[src/rtl/riscv_ahb_arbiter.sv]
// Two-master AHB-Lite arbiter: fetch (if_code) and load/store (ldst) share one slave bus.
// Fixed ldst priority with a fetch starvation guard; one-entry hold register per master.
module riscv_ahb_arbiter #(
    parameter int unsigned MAX_LDST_RUN = 4
) (
    input  logic        clk_i,
    input  logic        rst_ni,
    input  logic [31:0] if_code_haddr_i,
    input  logic [1:0]  if_code_htrans_i,
    input  logic        if_code_hwrite_i,
    input  logic [2:0]  if_code_hsize_i,
    input  logic [2:0]  if_code_hburst_i,
    input  logic [3:0]  if_code_hprot_i,
    input  logic        if_code_hmastlock_i,
    output logic        if_code_hready_o,
    output logic        if_code_hresp_o,
    output logic [31:0] if_code_hrdata_o,
    input  logic [31:0] ldst_haddr_i,
    input  logic [1:0]  ldst_htrans_i,
    input  logic        ldst_hwrite_i,
    input  logic [2:0]  ldst_hsize_i,
    input  logic [2:0]  ldst_hburst_i,
    input  logic [3:0]  ldst_hprot_i,
    input  logic        ldst_hmastlock_i,
    input  logic [31:0] ldst_hwdata_i,
    output logic        ldst_hready_o,
    output logic        ldst_hresp_o,
    output logic [31:0] ldst_hrdata_o,
    output logic [31:0] s_haddr_o,
    output logic [1:0]  s_htrans_o,
    output logic        s_hwrite_o,
    output logic [2:0]  s_hsize_o,
    output logic [2:0]  s_hburst_o,
    output logic [3:0]  s_hprot_o,
    output logic        s_hmastlock_o,
    output logic [31:0] s_hwdata_o,
    input  logic        s_hready_i,
    input  logic        s_hresp_i,
    input  logic [31:0] s_hrdata_i
);

    localparam int unsigned CntW = $clog2(MAX_LDST_RUN + 1);
    localparam logic [CntW-1:0] MaxRun = CntW'(MAX_LDST_RUN);

    typedef struct packed {
        logic [31:0] addr;
        logic [1:0]  trans;
        logic        write;
        logic [2:0]  size;
        logic [2:0]  burst;
        logic [3:0]  prot;
        logic        mastlock;
    } req_t;

    typedef enum logic [1:0] {StIdle, StPend, StData} mst_st_e;
    typedef enum logic [1:0] {SelNone, SelFetch, SelLdst} sel_e;

    req_t            f_live, l_live, f_req, l_req, s_req;
    req_t            f_hold_q, f_hold_d, l_hold_q, l_hold_d;
    mst_st_e         f_st_q, f_st_d, l_st_q, l_st_d;
    sel_e            sel_q, sel_d, grant, s_sel;
    logic [CntW-1:0] starve_q, starve_d;
    logic            f_live_v, l_live_v, f_pres, l_pres, f_keep, l_keep;

    assign f_live = {if_code_haddr_i, if_code_htrans_i, if_code_hwrite_i, if_code_hsize_i,
                     if_code_hburst_i, if_code_hprot_i, if_code_hmastlock_i};
    assign l_live = {ldst_haddr_i, ldst_htrans_i, ldst_hwrite_i, ldst_hsize_i,
                     ldst_hburst_i, ldst_hprot_i, ldst_hmastlock_i};

    assign if_code_hready_o = (f_st_q == StIdle) | ((f_st_q == StData) & s_hready_i);
    assign ldst_hready_o    = (l_st_q == StIdle) | ((l_st_q == StData) & s_hready_i);
    assign if_code_hresp_o  = (f_st_q == StData) & s_hresp_i;
    assign ldst_hresp_o     = (l_st_q == StData) & s_hresp_i;
    assign if_code_hrdata_o = s_hrdata_i;
    assign ldst_hrdata_o    = s_hrdata_i;
    assign s_hwdata_o       = (l_st_q == StData) ? ldst_hwdata_i : '0;

    assign f_live_v = f_live.trans[1] & if_code_hready_o;
    assign l_live_v = l_live.trans[1] & ldst_hready_o;
    assign f_pres   = f_live_v | (f_st_q == StPend);
    assign l_pres   = l_live_v | (l_st_q == StPend);
    assign f_req    = (f_st_q == StPend) ? f_hold_q : f_live;
    assign l_req    = (l_st_q == StPend) ? l_hold_q : l_live;
    // The current owner keeps the bus for SEQ beats and locked sequences.
    assign f_keep   = (sel_q == SelFetch) & f_pres & ((f_req.trans == 2'b11) | f_req.mastlock);
    assign l_keep   = (sel_q == SelLdst) & l_pres & ((l_req.trans == 2'b11) | l_req.mastlock);

    always_comb begin
        grant = SelNone;
        if (rst_ni && s_hready_i) begin
            if (l_keep)                         grant = SelLdst;
            else if (f_keep)                    grant = SelFetch;
            else if (f_pres && starve_q == MaxRun) grant = SelFetch;
            else if (l_pres)                    grant = SelLdst;
            else if (f_pres)                    grant = SelFetch;
        end
    end

    // While the slave stalls, keep presenting the last owner's view of the bus.
    assign s_sel = s_hready_i ? grant : sel_q;

    always_comb begin
        s_req = '0;
        case (s_sel)
            SelFetch: s_req = f_req;
            SelLdst:  s_req = l_req;
            default:  s_req = '0;
        endcase
    end

    assign {s_haddr_o, s_htrans_o, s_hwrite_o, s_hsize_o, s_hburst_o, s_hprot_o,
            s_hmastlock_o} = s_req;

    always_comb begin
        f_st_d   = f_st_q;
        l_st_d   = l_st_q;
        f_hold_d = f_hold_q;
        l_hold_d = l_hold_q;
        sel_d    = s_hready_i ? grant : sel_q;
        starve_d = starve_q;

        if (grant == SelFetch) begin
            f_st_d   = StData;
            f_hold_d = '0;
        end else if (f_live_v) begin
            f_st_d   = StPend;
            f_hold_d = f_live;
        end else if (s_hready_i && f_st_q == StData) begin
            f_st_d   = StIdle;
        end

        if (grant == SelLdst) begin
            l_st_d   = StData;
            l_hold_d = '0;
        end else if (l_live_v) begin
            l_st_d   = StPend;
            l_hold_d = l_live;
        end else if (s_hready_i && l_st_q == StData) begin
            l_st_d   = StIdle;
        end

        if (!f_pres || grant == SelFetch) begin
            starve_d = '0;
        end else if (grant == SelLdst && starve_q != MaxRun) begin
            starve_d = starve_q + CntW'(1);
        end
    end

    always_ff @(posedge clk_i or negedge rst_ni) begin
        if (!rst_ni) begin
            f_st_q   <= StIdle;
            l_st_q   <= StIdle;
            f_hold_q <= '0;
            l_hold_q <= '0;
            sel_q    <= SelNone;
            starve_q <= '0;
        end else begin
            f_st_q   <= f_st_d;
            l_st_q   <= l_st_d;
            f_hold_q <= f_hold_d;
            l_hold_q <= l_hold_d;
            sel_q    <= sel_d;
            starve_q <= starve_d;
        end
    end

endmodule

[config.mk]
export PLATFORM = sky130hd
export DESIGN_NAME = riscv_ahb_arbiter
export DESIGN_NICKNAME = d
export VERILOG_FILES = /design/src/rtl/riscv_ahb_arbiter.sv
export SDC_FILE = /design/constraint.sdc
export NUM_CORES = 1
export LEC_CHECK = 0
export BUFFER_PORTS_ARGS = -buffer_cell sky130_fd_sc_hd__buf_4
export CAP_MARGIN = 25
export CORE_ASPECT_RATIO = 0.75
export CORE_MARGIN = 1.5
export CORE_UTILIZATION = 40
export CTS_CLUSTER_DIAMETER = 40
export DETAILED_ROUTE_END_ITERATION = 10
export PLACE_DENSITY = 0.7
export REMOVE_ABC_BUFFERS = 1
export SYNTH_ARGS = -nofsm -noshare
export SYNTH_HDL_FRONTEND = slang
export SYNTH_SLANG_ARGS = --single-unit
export TNS_END_PERCENT = 30
[constraint.sdc]
create_clock -name clk_i -period 7 [get_ports clk_i]
set_input_delay 1.05 -clock clk_i [delete_from_list [all_inputs] [get_ports clk_i]]
set_output_delay 1.05 -clock clk_i [all_outputs]
set_load 0.01 [all_outputs]
# Word level (Yosys, flattened, before mapping)
# Index checks and enable logic that the tools add are counted.
word_totals:
  regBits: 101
  input_bits: 160
  output_inout_bits: 146
  word_cells: 86
op_classes:
  add_sub_neg: 1
  n_eq_ne: 14
  mux: 23
  bitwise: 16
  reduce_logical: 14
op_table:
  columns: ["cell", "count"]
  rows:
  - ["2-to-1 mux 46 bit", 6]
  - ["case mux 46 bit (2 select lines)", 1]
  - ["2-to-1 mux 32 bit", 1]
  - ["2-to-1 mux 2 bit", 12]
  - ["equality test 2 bit (second input constant)", 7]
  - ["AND 1 bit", 10]
  - ["equality test 2 x 1 -> 1 bit (second input constant)", 5]
  - ["2-to-1 mux 3 bit", 2]
  - ["OR 1 bit", 6]
  - ["nonzero test 2 bit", 3]
  - ["nonzero test 3 bit", 2]
  - ["logical AND 1 bit", 5]
  - ["logical NOT 2 bit", 2]
  - ["adder 3 x 1 -> 3 bit (second input constant)", 1]
  - ["equality test 3 bit (second input constant)", 1]
  - ["inequality test 3 bit (second input constant)", 1]
  - ["logical NOT 1 bit", 1]
  - ["logical OR 1 bit", 1]
  - ["2-to-1 mux 1 bit", 1]

# Logic depth before layout (Yosys ltp)
# Gate-level depths: netlist (run 1).
logic_depth:
  depth_word: 15
  depth_mapped: 14
  mapped_depth_nobuf: 10

# Worst setup path after synthesis (run 1)
# Ideal clock, no wire load.
synth_timing:
  path_type: "input to output"
  startpoint: "input ldst_hmastlock_i"
  endpoint: "output s_haddr_o[0]"
  arrival_ns: 3.084
  required_ns: 5.950
  setup_slack_ns: 2.866
  stages: 11
  path_buffers: 4
  path_cell_list: "mux2_2 -> o21ai_0 -> o211ai_1 -> and2_1 -> buf_6 -> buf_6 -> a21o_1 -> ha_1 -> buf_1 -> clkbuf_1 -> nor2_1"
synth_between:
  elab_chain_cells: 8
  word_cells_on_any_way: 9
  cone_classes: "eq/ne (2); mux (5); bitwise (2)"
synth_rtl:
  columns: ["element", "line_no", "source"]
  rows:
  - ["start, declared", "24", "input logic ldst_hmastlock_i,"]
  - ["2-to-1 mux 46 bit *", "83", "assign l_req = (l_st_q == StPend) ? l_hold_q : l_live;"]
  - ["OR 1 bit *", "86", "assign l_keep = (sel_q == SelLdst) & l_pres & ((l_req.trans == 2'b11) | l_req.mastlock);"]
  - ["AND 1 bit *", "86", null]
  - ["2-to-1 mux 2 bit *", "91", "if (l_keep) grant = SelLdst;"]
  - ["2-to-1 mux 2 bit *", "90", "if (rst_ni && s_hready_i) begin"]
  - ["2-to-1 mux 2 bit *", null, null]
  - ["via s_sel[1]", "61", "sel_e sel_q, sel_d, grant, s_sel;"]
  - ["equality test 2 bit / equality test 2 x 1 -> 1 bit (equally long branches)", "104", "case (s_sel)"]
  - ["case mux 46 bit (2 select lines) *", "104", null]
  - ["end, declared", "29", "output logic [31:0] s_haddr_o,"]
# The timed path passes the listed nets; every way through them passes the cells marked *.

# Worst setup path in the final report (run 1)
layout_timing:
  startpoint: "register f_st_q[1]"
  endpoint: "output s_hprot_o[0]"
layout_between:
  elab_chain_cells: 14
  word_cells_on_any_way: 23
  cone_classes: "eq/ne (5); mux (9); bitwise (7); reduce/logical (2)"
layout_rtl:
  columns: ["element", "line_no", "source"]
  rows:
  - ["start, declared", "60", "mst_st_e f_st_q, f_st_d, l_st_q, l_st_d;"]
  - ["start signal, assigned", "151", "f_st_q <= StIdle;"]
  - ["start signal, assigned", "158", "f_st_q <= f_st_d;"]
  - ["equality test 2 bit", "70", "assign if_code_hready_o = (f_st_q == StIdle) | ((f_st_q == StData) & s_hready_i);"]
  - ["AND 1 bit", "70", null]
  - ["OR 1 bit", "70", null]
  - ["AND 1 bit", "78", "assign f_live_v = f_live.trans[1] & if_code_hready_o;"]
  - ["OR 1 bit", "80", "assign f_pres = f_live_v | (f_st_q == StPend);"]
  - ["2-to-1 mux 1 bit", "95", "else if (f_pres) grant = SelFetch;"]
  - ["2-to-1 mux 2 bit", "94", "else if (l_pres) grant = SelLdst;"]
  - ["2-to-1 mux 2 bit", "93", "else if (f_pres && starve_q == MaxRun) grant = SelFetch;"]
  - ["2-to-1 mux 2 bit", "92", "else if (f_keep) grant = SelFetch;"]
  - ["2-to-1 mux 2 bit", "91", null]
  - ["2-to-1 mux 2 bit", "90", null]
  - ["2-to-1 mux 2 bit", null, null]
  - ["equality test 2 bit / equality test 2 x 1 -> 1 bit (equally long branches)", "104", null]
  - ["case mux 46 bit (2 select lines) *", "104", null]
  - ["end, declared", "34", "output logic [3:0] s_hprot_o,"]
# Mark *: on every way between the ends. The rest lies on a longest branch, timed or not.

==> metrics.txt, run 1 <==
clk_lat worst skew ~0.35 ns; post-synthesis sequential area ratio a little under two fifths; DR vias/cell roughly 5.3; CP Max Fanout between 40 and 50; worst reg2reg setup slack ~3.8 ns; initial antenna violation count 0; Remaining DRCs 0; RSZ-0062 raised after global routing no; total CTS buffers 9; outcome finished, final reports clean; Synth Warn # 0; Antenna Nets Post-Route 0; CTS hold repair buffers 0; DR vias 5785; dpl hpwl around 15000 um; Setup crit end kind output port; Worst Clk Skew between 0.006 and 0.007 ns; Tmin final 5.495 ns; die height between 100 and 150 um; Post-Synthesis Cell Area 6596 sq um; gpl congestion roughly 0.8; setup bufs post-CTS 0; Worst-path clk slew roughly 0.070 ns; Seq. cell area 2527 sq um; Fmax approximately 180 MHz; Pwr Total roughly 3000 uW; Worst Path Arrival 4.44 ns; core footprint 16070 sq um; clock root cell clkbuf_16; r2r startpoint f_st_q[1]; worst slack at placement slightly below 2 ns; Syn Inst Count about 780; grt total ovfl 0; largest net degree at the start of global routing between 50 and 60; Layout Area Growth over Synthesis 22.23%; Min-Delay Endpoint l_hold_q[34]; final setup margin 1.505 ns; Final Hold Fails 0; I/O Buffers approximately 210; HP Start l_hold_q[34]; worst slew pin tran 0.9943 ns; vias in the first global route approximately 5500; Max VDD drop ~0.21 mV; max-cap viol count 0; # resized after CTS 0; clock sinks about 100; Slew Viols, Final 0; Longest Clk Path Bufs 2; Routed WL per cell roughly 19 um; First-pass DRT Iterations 5; GRT Total Usage between 20% and 30%; Hold Path Depth 2; worst hold path type flop to flop; CTS tree yes; setup TNS 0 ns; first-pass GRT wire length ~31000 um; full die area 17280 sq um; crit path kind flop to output port; Mean Syn Cell Area between 8 and 9 sq um; area of the multi-input gates about 3300 sq um; DRT iter0 DRCs roughly 400; Tcrit/Tclk final between 70% and 80%; final WL roughly 21000 um; DIE WIDTH 151.3 um; Data required, critical path 5.95 ns; Final setup violation count 0; layout cells sized above 1 approximately 38%; most frequent cells in the layout 216 x buf_4, 186 x nand2_1, 101 x dfrtp_1; # IOs between 300 and 400; Starting Density approximately 41%; final net count around 1000; LEAKAGE between 0.003 and 0.004 uW; hold slack final roughly 0.52 ns; # fillers between 1500 and 2000; Power per Cell Area 375.4 nW/um^2; CP Launch Type flop; r2r worst-path depth 8; Seq cells post-synth a little over 100; commonest non-fill, non-tap cell in the layout buf_4; Ant. Diodes 0; Cell variety after synth 29; Rows 40; depth of the CTS H-tree 3; slew margin rel. between 30 and 40%; r2r endpoint starve_q[2]
==> Yosys cell counts <==
cell type,n,area (sq um)
nor2b_1,4,25.02
nor2_1,58,217.7
ha_1,5,62.56
nand2_1,188,705.7
a22oi_1,45,337.8
clkbuf_1,41,153.9
and2_1,37,231.5
o211a_1,1,10.01
buf_4,64,480.5
a31oi_1,1,6.260
mux2i_1,3,30.03
o21ai_0,1,5.000
inv_1,6,22.52
a21o_1,3,22.52
and3b_1,1,8.760
o211ai_1,2,15.01
and2b_1,1,7.510
nand3_1,1,5.000
nand3b_1,2,15.01
buf_2,7,35.03
a311oi_2,2,30.03
mux2_2,91,1025
buf_1,2,7.510
buf_6,7,78.83
and3_1,1,6.260
xnor2_1,1,8.760
nand2b_1,4,25.02
a21oi_1,98,490.5
dfrtp_1,101,2527
==> cells by family after synthesis <==
family | synth area share [%]
simple gates | 18.91
flops | 38.32
mux | 15.99
xor+xnor | 0.1328
buf+inv | 11.80
compound gates | 13.90
fa+ha+maj | 0.9484
==> worst max-delay path: stages (launching register included) <==
cell and delay [ns]:
dfrtp_1 0.41, and2b_2 0.63, buf_4 0.44, nand3_1 0.15, a311oi_2 0.34, o211ai_1 0.17
and2_2 0.35, a21oi_1 0.22, ha_2 0.80, a22oi_1 0.15, nor2_1 0.18, buf_4 0.16
==> stage by stage <==
stage | util [%] | instance area [sq um] | instances
CTS | 50.19 | 8063 | 1098
detailed placement | 48.22 | 7747 | 1083
global route | 50.19 | 8063 | 1098
finish | 50.19 | 8063 | 1098
global placement | 48.22 | 7747 | 1083
floorplan | - | 5841 | 657
==> power breakdown <==
group	internal, uW	leakage (uW)	switching [uW]
clock network	321	0.000152	218
registers	808	0.00130	124
logic	728	0.00231	828
==> area by class of cell <==
type                       instances  share of cell area [%]
tap                              210                   3.259
multi-input combinational        550                   41.09
timing repair buffer             216                   20.11
clock inverter                     4                  0.9001
sequential                       101                   31.35
clock buffer                      11                   3.011
inverter                           6                  0.2793
==> registers in the layout, indices dropped and copies added, names as in the netlist <==
signal    flops
f_hold_q     46
f_st_q        2
l_st_q        2
l_hold_q     46
starve_q      3
sel_q         2
==> per-layer routing <==
layer / up-vias / track usage [%] / wire (um)
met5: - / 6.176 / 119
met4: 4 / 4.660 / 151
met3: 17 / 11.67 / 2555
met2: 316 / 33.73 / 8614
met1: 2697 / 33.69 / 9607
li1: 2751 / - / -
==> how the worst max path moves through the flow <==
stage	from	endpoint	slack [ns]
after floorplan	l_st_q[0]	s_haddr_o[0]	0.30
after global placement	f_st_q[1]	s_haddr_o[28]	2.01
after detailed placement	f_st_q[1]	s_haddr_o[18]	1.93
after CTS	f_st_q[1]	s_haddr_o[28]	1.50
after global routing	f_st_q[1]	s_hprot_o[0]	1.23
final	f_st_q[1]	s_hprot_o[0]	1.51
(Power assumes the default switching activity.)
==> run 2: changes to the inputs <==
--- a/config.mk
+++ b/config.mk
@@ -12,7 +12,7 @@
 export CORE_UTILIZATION = 40
 export CTS_CLUSTER_DIAMETER = 40
 export DETAILED_ROUTE_END_ITERATION = 10
-export PLACE_DENSITY = 0.7
+export PLACE_DENSITY = 0.73
 export REMOVE_ABC_BUFFERS = 1
 export SYNTH_ARGS = -nofsm -noshare
 export SYNTH_HDL_FRONTEND = slang
==> constraint.sdc (replaced) <==
create_clock -name clk_i -period 5 [get_ports clk_i]
set_input_delay 0.75 -clock clk_i [delete_from_list [all_inputs] [get_ports clk_i]]
set_output_delay 0.75 -clock clk_i [all_outputs]
set_load 0.01 [all_outputs]
==> metrics.txt, run 2 (synthesis results as in run 1) <==
outcome finished, final reports clean; Final Instance Count excl. Fillers approximately 1100; worst slew pin tran slightly above 1 ns; total CTS buffers 9; DRT iter0 DRCs around 360; critical path's top delay family simple AND/OR/NAND/NOR gates; Switching Share between 30% and 40%; CP Launch Type flop; largest stage delay on the critical path ~0.51 ns; setup TNS 0 ns; Seq pwr share 29.9%; crit path kind flop to output port; Routed WL per cell between 15 and 20 um; # IOs about 310; depth of the CTS H-tree 3; dpl hpwl between 10000 and 15000 um; Fmax between 200 and 250 MHz; Worst-path clk slew 0.06 ns; worst slack at placement around 0.85 ns; clock sinks between 100 and 150; largest net degree at the start of global routing 52; gpl congestion about 0.81; CP max stage cell ha_2; clock root cell clkbuf_16; slew margin rel. between 30% and 40%; DR vias/cell approximately 5.4; Clock Power Share between 10% and 20%; Power per Cell Area ~530 nW/um^2; CTS hold repair buffers 0; # fillers 1479; CTS tree yes; Final Core Density 50.71%; Tcrit/Tclk final about 91%; LEAKAGE between 0.003 and 0.004 uW; Tmin final 4.556 ns; Layout Area Growth over Synthesis 23.50%; first-pass GRT wire length approximately 31000 um; Seq. cell area between 2000 and 3000 sq um; DIE WIDTH about 150 um; Rows 40; Critical path origin l_st_q[0]; Starting Density roughly two fifths; GRT Total Usage about a quarter; CP bufs+invs 2; largest registers f_hold_q (46), l_hold_q (46), starve_q (3); Placed Instances 1088; max-cap viol count 0; Post-DP Area 7785 sq um; Slew Viols, Final 0; commonest non-fill, non-tap cell in the layout buf_4; Worst Clk Skew just under 0.009 ns; Worst Path Arrival between 3 and 4 ns; area of the multi-input gates 3313 sq um; die height between 100 and 150 um; RSZ-0062 raised after global routing no; Setup crit end kind output port; full die area 17280 sq um; Final setup violation count 0; Max VDD drop between 0.2 and 0.25 mV; worst hold path type input port to asynchronous set/reset pin; most frequent cells in the layout 221 x buf_4, 186 x nand2_1, 101 x dfrtp_1; setup bufs post-CTS 0; # resized after CTS 0; vias in the first global route 5499; Final Hold Fails 0; DR vias 5950; r2r startpoint l_st_q[0]; I/O Buffers about 210; Antenna Nets Post-Route 0; worst-path cell chain nor2b_4, mux2_2, o21ai_0, o211ai_1, and2_2, a21oi_1, ha_2, buf_4, a22oi_1, nor2_1, buf_4; final net count around 1100; Longest Clk Path Bufs 2; final setup margin ~0.44 ns; final WL 21070 um; design area 8147 sq um; Remaining DRCs 0; Data required, critical path about 4.3 ns; crit-path most repeated cell buf_4; First-pass DRT Iterations 5; Internal Power around 2700 uW; initial antenna violation count 1; clk_lat worst skew approximately 0.36 ns; grt total ovfl 0; layout cells sized above 1 around two fifths; CP Max Fanout 23; core footprint about 16000 sq um; combinational share of power 50.9%; sw power 1666 uW
## run 2: cell count changes in the layout (fill, tap and decap cells not counted)
| cell | change |
|---|---|
| bufinv_16 | +1 |
| diode_2 | +1 |
| clkbuf_1 | -1 |
| clkinv_4 | +1 |
| clkinv_2 | -1 |
| clkbuf_8 | +1 |
| buf_4 | +5 |
## run 2: per-layer routing
layer	share of wire [%]	track usage, %	wire [um]	up-vias
li1	-	-	-	2758
met1	43	32.04	9068	2838
met2	41	33.15	8687	329
met3	14	13.55	3022	23
met4	1.0	5.890	213	2
met5	0.36	4.412	76	-
## run 2: power by group through the flow
stage               Combinational (uW)  Clock, uW  Sequential (uW)
floorplan                         1500          0             1260
CTS                               2220        854             1300
global route                      2440        884             1340
detailed placement                2220          0             1310
finish                            2220        836             1300
global placement                  2200          0             1300
## run 2: final timing paths
check | slack (ns) | endpoint | depth (start not counted)
worst max-delay path | 0.44 | s_haddr_o[18] | 11
worst min register to register | 0.52 | f_hold_q[28] | 2
worst max register to register | 2.33 | starve_q[2] | 7
min in group clk_i | 0.52 | f_hold_q[28] | 2
max in group asynchronous | 3.27 | f_hold_q[37] | 3
worst min-delay path | 0.22 | sel_q[0] | 1
## run 2: through the flow
step / hold WS [ns] / power, uW
finish: 0.2222 / 4357
global route: 0.2122 / 4669
CTS: 0.2099 / 4376
detailed placement: 0.5111 / 3530
global placement: 0.5048 / 3494
floorplan: 0.4544 / 2764
## run 2: layout make-up
type / count / area share, %
multi-input combinational: 550 / 40.67
sequential: 101 / 31.02
timing repair buffer: 221 / 20.37
tap: 210 / 3.225
clock buffer: 11 / 3.102
clock inverter: 5 / 1.305
inverter: 6 / 0.2765
antenna: 1 / 0.03072
## run 2: worst register-to-register path, delay by kind of cell, from the launching register on
kind | cells | cell delay (ns)
AO/OA/AOI/OAI | 2 | 0.23
buffers and inverters | 2 | 0.81
flip-flops | 1 | 0.44
AND/OR/NAND/NOR | 3 | 1.07
